===== src/rtl/chrom_eval_pkg.sv =====
// Shared types and constants for the chromosome evaluation controller.
// Imported by the controller top and its per-lane accumulators.
package chrom_eval_pkg;

  localparam int ADDR_W = 15;
  localparam int LANES  = 8;
  localparam int MAX_N  = 32768;
  localparam int CNT_W  = ADDR_W + 1;

  typedef enum logic [1:0] {
    ST_IDLE,
    ST_RUN,
    ST_DRAIN,
    ST_DONE
  } state_e;

  function automatic logic [2:0] popcnt4(
    input logic [3:0] v
  );
    return {2'b0, v[0]} + {2'b0, v[1]} +
           {2'b0, v[2]} + {2'b0, v[3]};
  endfunction

endpackage


===== src/rtl/chrom_err_acc.sv =====
// One 4-bit lane: masked mismatch popcount feeding
// a 32-bit running error sum with synchronous clear.
module chrom_err_acc
  import chrom_eval_pkg::*;
(
  input  logic        clk_i,
  input  logic        rst_ni,
  input  logic        clr_i,
  input  logic        en_i,
  input  logic [3:0]  out_i,
  input  logic [3:0]  exp_i,
  input  logic [3:0]  mask_i,
  output logic [31:0] sum_o
);

  logic [31:0] sum_q;
  logic [31:0] sum_d;
  logic [2:0]  cnt;

  assign cnt = popcnt4((out_i ^ exp_i) & mask_i);

  always_comb begin
    sum_d = sum_q;
    if (clr_i) begin
      sum_d = '0;
    end else if (en_i) begin
      sum_d = sum_q + {29'd0, cnt};
    end
  end

  always_ff @(posedge clk_i or negedge rst_ni) begin
    if (!rst_ni) begin
      sum_q <= '0;
    end else begin
      sum_q <= sum_d;
    end
  end

  assign sum_o = sum_q;

endmodule


===== src/rtl/chrom_eval_ctrl.sv =====
// Streams N samples through the circuit under evaluation and
// accumulates per-lane masked mismatch counts against expected RAM.
module chrom_eval_ctrl
  import chrom_eval_pkg::*;
#(
  parameter int EVAL_LAT = 1
) (
  input  logic        clk_clk,
  input  logic        reset_reset_n,
  input  logic        start_processing_chrom,
  input  logic        done_processing_feedback,
  input  logic [31:0] sequences_to_process,
  input  logic [31:0] valid_output_0,
  output logic        ready_to_process,
  output logic        done_processing_chrom,
  output logic [31:0] error_sum_0,
  output logic [31:0] error_sum_1,
  output logic [31:0] error_sum_2,
  output logic [31:0] error_sum_3,
  output logic [31:0] error_sum_4,
  output logic [31:0] error_sum_5,
  output logic [31:0] error_sum_6,
  output logic [31:0] error_sum_7,
  output logic [14:0] mem_s2_address,
  output logic        mem_s2_chipselect,
  output logic        mem_s2_clken,
  output logic        mem_s2_write,
  output logic [31:0] mem_s2_writedata,
  output logic [3:0]  mem_s2_byteenable,
  input  logic [31:0] mem_s2_readdata,
  output logic [14:0] correct_mem_s2_address,
  output logic        correct_mem_s2_chipselect,
  output logic        correct_mem_s2_clken,
  output logic        correct_mem_s2_write,
  output logic [31:0] correct_mem_s2_writedata,
  output logic [3:0]  correct_mem_s2_byteenable,
  input  logic [31:0] correct_mem_s2_readdata,
  output logic [31:0] circ_in,
  input  logic [31:0] circ_out
);

  state_e            state_q;
  logic [CNT_W-1:0]  n_q;
  logic [CNT_W-1:0]  n_d;
  logic [31:0]       mask_q;
  logic [ADDR_W-1:0] addr_q;
  logic              cs_q;
  logic              ready_q;
  logic              done_q;
  logic [EVAL_LAT:0] vld_q;
  logic [31:0]       exp_q [EVAL_LAT];
  logic [31:0]       circ_q;
  logic              clr;
  logic              last_addr;
  logic              acc_en;
  logic [31:0]       exp_cur;
  logic [31:0]       sum_w [LANES];

  assign n_d = (sequences_to_process > 32'(MAX_N))
             ? CNT_W'(MAX_N)
             : sequences_to_process[CNT_W-1:0];

  assign clr = (state_q == ST_IDLE) &&
               start_processing_chrom;

  assign last_addr = ({1'b0, addr_q} == (n_q - 1'b1));

  always_ff @(posedge clk_clk or negedge reset_reset_n) begin
    if (!reset_reset_n) begin
      state_q <= ST_IDLE;
      n_q     <= '0;
      mask_q  <= '0;
      addr_q  <= '0;
      cs_q    <= 1'b0;
      ready_q <= 1'b1;
      done_q  <= 1'b0;
    end else begin
      unique case (state_q)
        ST_IDLE: begin
          if (start_processing_chrom) begin
            n_q     <= n_d;
            mask_q  <= valid_output_0;
            addr_q  <= '0;
            ready_q <= 1'b0;
            if (n_d == '0) begin
              state_q <= ST_DONE;
              done_q  <= 1'b1;
            end else begin
              state_q <= ST_RUN;
              cs_q    <= 1'b1;
            end
          end
        end
        ST_RUN: begin
          if (last_addr) begin
            state_q <= ST_DRAIN;
            cs_q    <= 1'b0;
          end else begin
            addr_q <= addr_q + 1'b1;
          end
        end
        // Last accumulation has landed once the pipe is empty.
        ST_DRAIN: begin
          if (vld_q == '0) begin
            state_q <= ST_DONE;
            done_q  <= 1'b1;
          end
        end
        ST_DONE: begin
          if (done_processing_feedback &&
              !start_processing_chrom) begin
            state_q <= ST_IDLE;
            done_q  <= 1'b0;
            ready_q <= 1'b1;
          end
        end
        default: state_q <= ST_IDLE;
      endcase
    end
  end

  always_ff @(posedge clk_clk or negedge reset_reset_n) begin
    if (!reset_reset_n) begin
      vld_q  <= '0;
      circ_q <= '0;
      for (int k = 0; k < EVAL_LAT; k++) begin
        exp_q[k] <= '0;
      end
    end else begin
      vld_q    <= {vld_q[EVAL_LAT-1:0], cs_q};
      exp_q[0] <= correct_mem_s2_readdata;
      for (int k = 1; k < EVAL_LAT; k++) begin
        exp_q[k] <= exp_q[k-1];
      end
      if (vld_q[0]) begin
        circ_q <= mem_s2_readdata;
      end
    end
  end

  assign acc_en  = vld_q[EVAL_LAT];
  assign exp_cur = exp_q[EVAL_LAT-1];

  for (genvar k = 0; k < LANES; k++) begin : g_lane
    chrom_err_acc u_acc (
      .clk_i  (clk_clk),
      .rst_ni (reset_reset_n),
      .clr_i  (clr),
      .en_i   (acc_en),
      .out_i  (circ_out[4*k +: 4]),
      .exp_i  (exp_cur[4*k +: 4]),
      .mask_i (mask_q[4*k +: 4]),
      .sum_o  (sum_w[k])
    );
  end

  assign error_sum_0 = sum_w[0];
  assign error_sum_1 = sum_w[1];
  assign error_sum_2 = sum_w[2];
  assign error_sum_3 = sum_w[3];
  assign error_sum_4 = sum_w[4];
  assign error_sum_5 = sum_w[5];
  assign error_sum_6 = sum_w[6];
  assign error_sum_7 = sum_w[7];

  assign ready_to_process      = ready_q;
  assign done_processing_chrom = done_q;
  assign circ_in               = circ_q;

  assign mem_s2_address    = addr_q;
  assign mem_s2_chipselect = cs_q;
  assign mem_s2_clken      = cs_q;
  assign mem_s2_write      = 1'b0;
  assign mem_s2_writedata  = '0;
  assign mem_s2_byteenable = 4'hF;

  assign correct_mem_s2_address    = addr_q;
  assign correct_mem_s2_chipselect = cs_q;
  assign correct_mem_s2_clken      = cs_q;
  assign correct_mem_s2_write      = 1'b0;
  assign correct_mem_s2_writedata  = '0;
  assign correct_mem_s2_byteenable = 4'hF;

endmodule

===== config.mk =====
export PLATFORM = sky130hd
export DESIGN_NAME = chrom_eval_ctrl
export DESIGN_NICKNAME = d
export VERILOG_FILES = /design/src/rtl/chrom_eval_pkg.sv /design/src/rtl/chrom_err_acc.sv /design/src/rtl/chrom_eval_ctrl.sv
export SDC_FILE = /design/constraint.sdc
export NUM_CORES = 1
export LEC_CHECK = 0
export CORE_AREA = 5 5 213 215
export CTS_CLUSTER_DIAMETER = 30
export DETAILED_ROUTE_END_ITERATION = 12
export DIE_AREA = 0 0 218 220
export PLACE_DENSITY_LB_ADDON = 0.25
export SLEW_MARGIN = 10
export SYNTH_ARGS = -nofsm -noshare
export SYNTH_HDL_FRONTEND = slang
export SYNTH_SLANG_ARGS = --single-unit

===== constraint.sdc =====
create_clock -name clk_clk -period 4.8 [get_ports clk_clk]
set_input_delay 0.96 -clock clk_clk [delete_from_list [all_inputs] [get_ports clk_clk]]
set_output_delay 0.96 -clock clk_clk [all_outputs]
set_load 0.005 [all_outputs]

Yosys cells after proc, flatten, opt, wreduce, memory -nomap -nowiden
Index checks and enable logic that the tools add are counted.
Cells by class
  $add $sub $neg: 34
  magnitude comparators: 1
  equality and inequality tests: 11
  multiplexer cells: 38
  bitwise gates (word level): 16
  reduce and logical (&&, ||, !) cells: 16
Operators with widths (count)
  $mux 32: 16
  $add 32x3->32: 8
  $add 3x1->3: 16
  $and 4x4->4: 8
  $gt 32x16->1 const B: 1
  $xor 4x4->4: 8
  $mux 15: 2
  $pmux 15 s2: 1
  $add 1x1->2: 8
  $eq 15x16->1: 1
  $logic_not 16->1: 1
  $mux 16: 1
  $sub 16x1->16 const B: 1
  $add 15x1->15 const B: 1
  $ne 2x2->1 const B: 6
  $mux 2: 5
  $mux 1: 9
  $pmux 2 s4: 1
  $reduce_and 4->1: 2
  $reduce_and 3->1: 2
  $reduce_bool 2->1: 3
  $reduce_and 5->1: 1
  $eq 2x2->1 const B: 2
  $logic_not 2->1: 2
  8 further kinds: 10
Word-level totals
  flip-flop bits (word level): 390
  input port bits: 164
  output and inout bits: 398
  word-level logic and storage cells: 134

Logic depth before layout (Yosys ltp)
  depth after elaboration: 8
  mapped depth: 17
  mapped depth without buffers: 16

Cells and area by module
A second synthesis with hierarchy kept.
Unflattened totals
  cells, all modules: 2089
  area, all modules: 20953.8 sq um
By module, submodules not included
  chrom_err_acc at g_lane[0].u_acc ...: times used 5, cells each 196, area an instance 1858.0 sq um, sequential area each 800.8 sq um
  chrom_eval_ctrl: times used 1, cells each 536, area an instance 6416.2 sq um, sequential area each 3354.5 sq um
  chrom_err_acc at g_lane[4].u_acc ...: times used 3, cells each 191, area an instance 1749.2 sq um, sequential area each 800.8 sq um

Worst setup path after synthesis
Ideal clock, no wire load.
  kind: input -> register
  from: in circ_out[4]
  to: reg g_lane[1].u_acc.sum_q[29]
  library setup time: 0.132 ns
  arrival: 4.034 ns
  required time: 4.668 ns
  setup slack: 0.634 ns
  cell stages on the path: 16
  path buffers: 0
  path through: xor2_1 > and2_1 > ha_1 > inv_1 > fa_1 > inv_1 > ha_1 > ha_1 > a21o_1 > a21oi_1 > nor3b_1 > nor3b_1 > and3_1 > nand3_1 > xor2_1 > nor2_1
On the way
  word-level cells in the longest chain between the ends: 8
Ends and longest elaborated chain
  start, declared: RTL line chrom_eval_ctrl.sv:39  | input logic [31:0] circ_out
  $xor 4x4->4: RTL line chrom_err_acc.sv:20  | assign cnt = popcnt4((out_i ^ exp_i) & mask_i);
  $and 4x4->4: RTL line chrom_err_acc.sv:20
  $add 1x1->2: RTL line chrom_eval_pkg.sv:20  | return {2'b0, v[0]} + {2'b0, v[1]} +
  $add 3x1->3: RTL line chrom_eval_pkg.sv:20
  $add 3x1->3: RTL line chrom_eval_pkg.sv:21  | {2'b0, v[2]} + {2'b0, v[3]};
  $add 32x3->32: RTL line chrom_err_acc.sv:27  | sum_d = sum_q + {29'd0, cnt};
  $mux 32: RTL line chrom_err_acc.sv:26  | end else if (en_i) begin
  $mux 32: RTL line chrom_err_acc.sv:24  | if (clr_i) begin
  end signal, assigned: RTL line chrom_err_acc.sv:35  | sum_q <= sum_d;
  end, declared: RTL line chrom_err_acc.sv:16  | logic [31:0] sum_q;
No other way between the ends. The select of a mux whose other input is x is not followed.
A chain may end at the register's enable or synchronous reset.

Worst setup path in the final report
  from: in circ_out[12]
  to: reg g_lane[3].u_acc.sum_q[30]
On the way
  word-level cells in the longest chain between the ends: 8
Ends and longest elaborated chain (RTL line)
  $xor 4x4->4: chrom_err_acc.sv:20
  $and 4x4->4: chrom_err_acc.sv:20
  $add 1x1->2: chrom_eval_pkg.sv:20
  $add 3x1->3: chrom_eval_pkg.sv:20
  $add 3x1->3: chrom_eval_pkg.sv:21
  $add 32x3->32: chrom_err_acc.sv:27
  $mux 32: chrom_err_acc.sv:26
  $mux 32: chrom_err_acc.sv:24
  end signal, assigned: chrom_err_acc.sv:35
  end, declared: chrom_err_acc.sv:16
No other way between the ends. The select of a mux whose other input is x is not followed.

==> metrics.cfg <==
[global_route]
grt_pass1_wl_um = 92600
antenna_found_initial = 4
gr-usage-all-layers_pct = 24.0
grt_max_degree = 110
grt_overflow_total = 0
grt_pass1_vias = 16900

[routing]
drtIter0Drc = 1200
first_pass_iters = 5
wire_per_inst_um = 18.3
totalWireLength_um = 59000
via_count = 16400
vias_per_cell = 5.10
ant_nets = 0
drcViolationCount = 0

[power]
vdd_drop_max_mv = 0.403
p_int_mw = 9.34
power.share.clock_pct = 51.6
p_leak_nw = 13.0
netSwitchingFraction_pct = 28.4
seqPwrFrac_pct = 29.9
p_sw_mw = 3.70
p_comb_share_pct = 18.5
pwr_density_cell_mw_per_mm2 = 457

[sta]
finalSetupTns_ps = 0
setup_ws_ps = 675
setup_viol = 0
rsz0062_at_grt = no
fin_skew_ps = 13.1
hold_viol = 0
period_share_pct = 85.9
worst_slew_pin_slew_ps = 933
max_freq_ghz = 0.242
timing.slew.headroom_pct = 37.8
drv_slew = 0
fin_crit_ps = 4130

[worst_setup_path]
cp.arrival_ps = 4640
cp.required_ps = 5320
crit_chain = clkdlybuf4s50_1 > xor2_1 > and2_1 > ha_1 > inv_1 > fa_1 > inv_1 > ha_1 > fa_1 > a21o_1 > nand3_1 > or3_1 > nor2_1 > nand3_1 > or3_1 > a21oi_1
cpLargestDelayFamily = simple AND/OR/NAND/NOR gates
critPathSlowestCell = clkdlybuf4s50_1
crit_type = input pin to register
r2r_cells = 15
endpoint_kind = register
critPathMaxStageDelay_ps = 500
r2r_start = exp_cur[12]
crit_path_start_kind = input pin
rr_endpoint = g_lane[3].u_acc.sum_o[30]
reg2reg_slack_ps = 1080
cp_num_buf_inv = 3
cp_max_fo = 7

[layout]
fin_nets = 2778
final_cell_mix = 486 x clkdlybuf4s50_1, 388 x dfrtp_1, 276 x nor2_1
drive_gt1_share_pct = 9.61
layout_commonest_cell = clkdlybuf4s50_1
final_cell_area_mm2 = 0.0285
fillCellCount = 3388
syn_to_final_growth_pct = 44.1
diodes = 0

[cts]
cts_buffers = 95
post-cts-setup-buffer-count = 0
insertion_delay_ps = 600
clk_path_buf_depth = 3
htree_num_levels = 3
clk_pin_slew_ps = 50
cts-root-buf = clkbuf_16
numClockSinks = 390
ctsHoldBuffers = 0
cts_resized = 0
cts_tree = yes

[floorplanning]
coreArea_mm2 = 0.0435
die_area_mm2 = 0.0480
initial_core_util_pct = 45.4
die_height_um = 220
fp.dieW_um = 218
io_pins = 562
row_count = 77

[placed_design]
dp_hpwl_um = 42000
portBuffers = 487
gp_congestion = 0.900
pre_cts_ws_ps = 141
dpl-instance-area_mm2 = 0.0251

[synthesis]
netlist_instances = 2016
async_flop_share_pct = 100
avgSynthCellArea_um2 = 9.81
yosysSeqAreaShare_pct = 49.3
synth.distinct_cells = 56
synth_seq_cells = 390
synthFlopType = dfrtp_1
syn-cell-area_mm2 = 0.0198
synth_edf_count = 0
ys_warn_count = 0

[min_path]
min_path_type = input pin to async pin

[run]
cap_violations = 0

[run_status]
status = completed

[through the flow]
step	util [%]	total power [mW]	cells	hold WS (ps)
after floorplan	-	5.35	2088	352
after global placement	57.7	6.29	3046	450
after detailed placement	57.7	6.37	3046	454
after CTS	65.5	13.2	3225	440
after global routing	65.5	13.7	3225	458
final	65.5	13.0	3225	380
[power by group through the flow]
stage / clock network [mW] / logic, mW / registers (mW)
5_1_grt: 7.02 / 2.72 / 3.95
2_1_floorplan: 0 / 1.47 / 3.88
6_report: 6.73 / 2.41 / 3.91
4_1_cts: 6.83 / 2.44 / 3.91
3_3_place_gp: 0 / 2.35 / 3.94
3_5_place_dp: 0 / 2.42 / 3.95
[flip-flops by register name (all words and copies together), names as in the netlist]
name and flops:
state_q 2, vld_q 2, mask_q 32, correct_mem_s2_address 15, circ_in 32, exp_cur 32, correct_mem_s2_chipselect 1, g_lane.u_acc.sum_o 256
n_q 16, ready_to_process 1, done_processing_chrom 1
[logic make-up (layout without fill, tap and decap cells)]
family | Yosys count | after routing | synth area share, %
muxes | 52 | 52 | 2.83
other | 2 | 74 | 0.0380
adders and majority gates | 63 | 63 | 4.59
AOI/OAI and AO/OA | 178 | 178 | 5.49
DFF | 390 | 390 | 49.3
xor gates and xnor gates | 256 | 256 | 11.3
buffers and inverters | 203 | 748 | 5.60
and+or+nand+nor | 872 | 872 | 20.8
[cells in the mapped netlist (all sizes together) (6+ instances only)]
master / instances / share of area [%]
nand2b: 7 / 0.22
nor3: 18 / 0.46
inv: 46 / 0.87
nor4: 20 / 0.63
nand4: 47 / 1.5
xor2: 173 / 7.7
buf: 94 / 3.5
fa: 16 / 1.6
nor2b: 11 / 0.35
and3: 46 / 1.5
or3: 44 / 1.4
dfrtp: 389 / 49
mux2: 32 / 1.8
xnor2: 83 / 3.7
nand2: 242 / 4.6
a21oi: 58 / 1.5
a21o: 15 / 0.57
nor3b: 6 / 0.23
clkbuf: 63 / 1.2
or4: 7 / 0.27
nor2: 276 / 5.2
mux2i: 20 / 1.0
o21ai: 56 / 1.4
a211oi: 9 / 0.34
nand3: 89 / 2.3
and2: 26 / 0.82
a31oi: 8 / 0.25
ha: 47 / 3.0
a22o: 13 / 0.58
and4: 16 / 0.71
[how the worst max path moves through the flow]
stage                     cells after the start                         to         start  slack [ps]
after CTS                                    16  g_lane[3].u_acc.sum_o[30]  circ_out[12]         680
after floorplan                              16  g_lane[1].u_acc.sum_o[29]   circ_out[4]         630
after global routing                         16  g_lane[3].u_acc.sum_o[26]  circ_out[12]         420
after global placement                       17  g_lane[7].u_acc.sum_o[30]  circ_out[28]         220
after detailed placement                     17  g_lane[7].u_acc.sum_o[26]  circ_out[28]         140
final                                        16  g_lane[3].u_acc.sum_o[30]  circ_out[12]         670
[cell type report]
| cell class | count | area, um2 | area share (%) |
|---|---|---|---|
| clock buffers | 120 | 2670 | 9.35 |
| repair buffers | 523 | 5240 | 18.4 |
| inverters | 46 | 173 | 0.605 |
| flip-flops and latches | 390 | 9760 | 34.2 |
| clock inverters | 59 | 747 | 2.62 |
| well taps | 592 | 741 | 2.60 |
| multi-input cells | 1495 | 9190 | 32.2 |
[worst reg2reg max path, cell delays in order, from the launching register on]
cell	delay, ps
dfrtp_1	400
xor2_1	180
and2_1	170
ha_1	290
inv_1	80
fa_1	410
inv_1	70
ha_1	170
fa_1	220
a21o_1	150
nand3_1	100
or3_1	440
nor2_1	210
nand3_1	220
or3_1	390
a21oi_1	150
[per-layer routing]
layer	GRT usage [%]	vias to the layer above	part of all wire [%]
met5	0	-	0.088
met4	9.59	8	3.2
met3	7.24	120	7.8
met2	39.6	549	49
met1	29.6	8012	40
li1	-	7752	-
No activity file was read; power rests on OpenSTA's default activity.
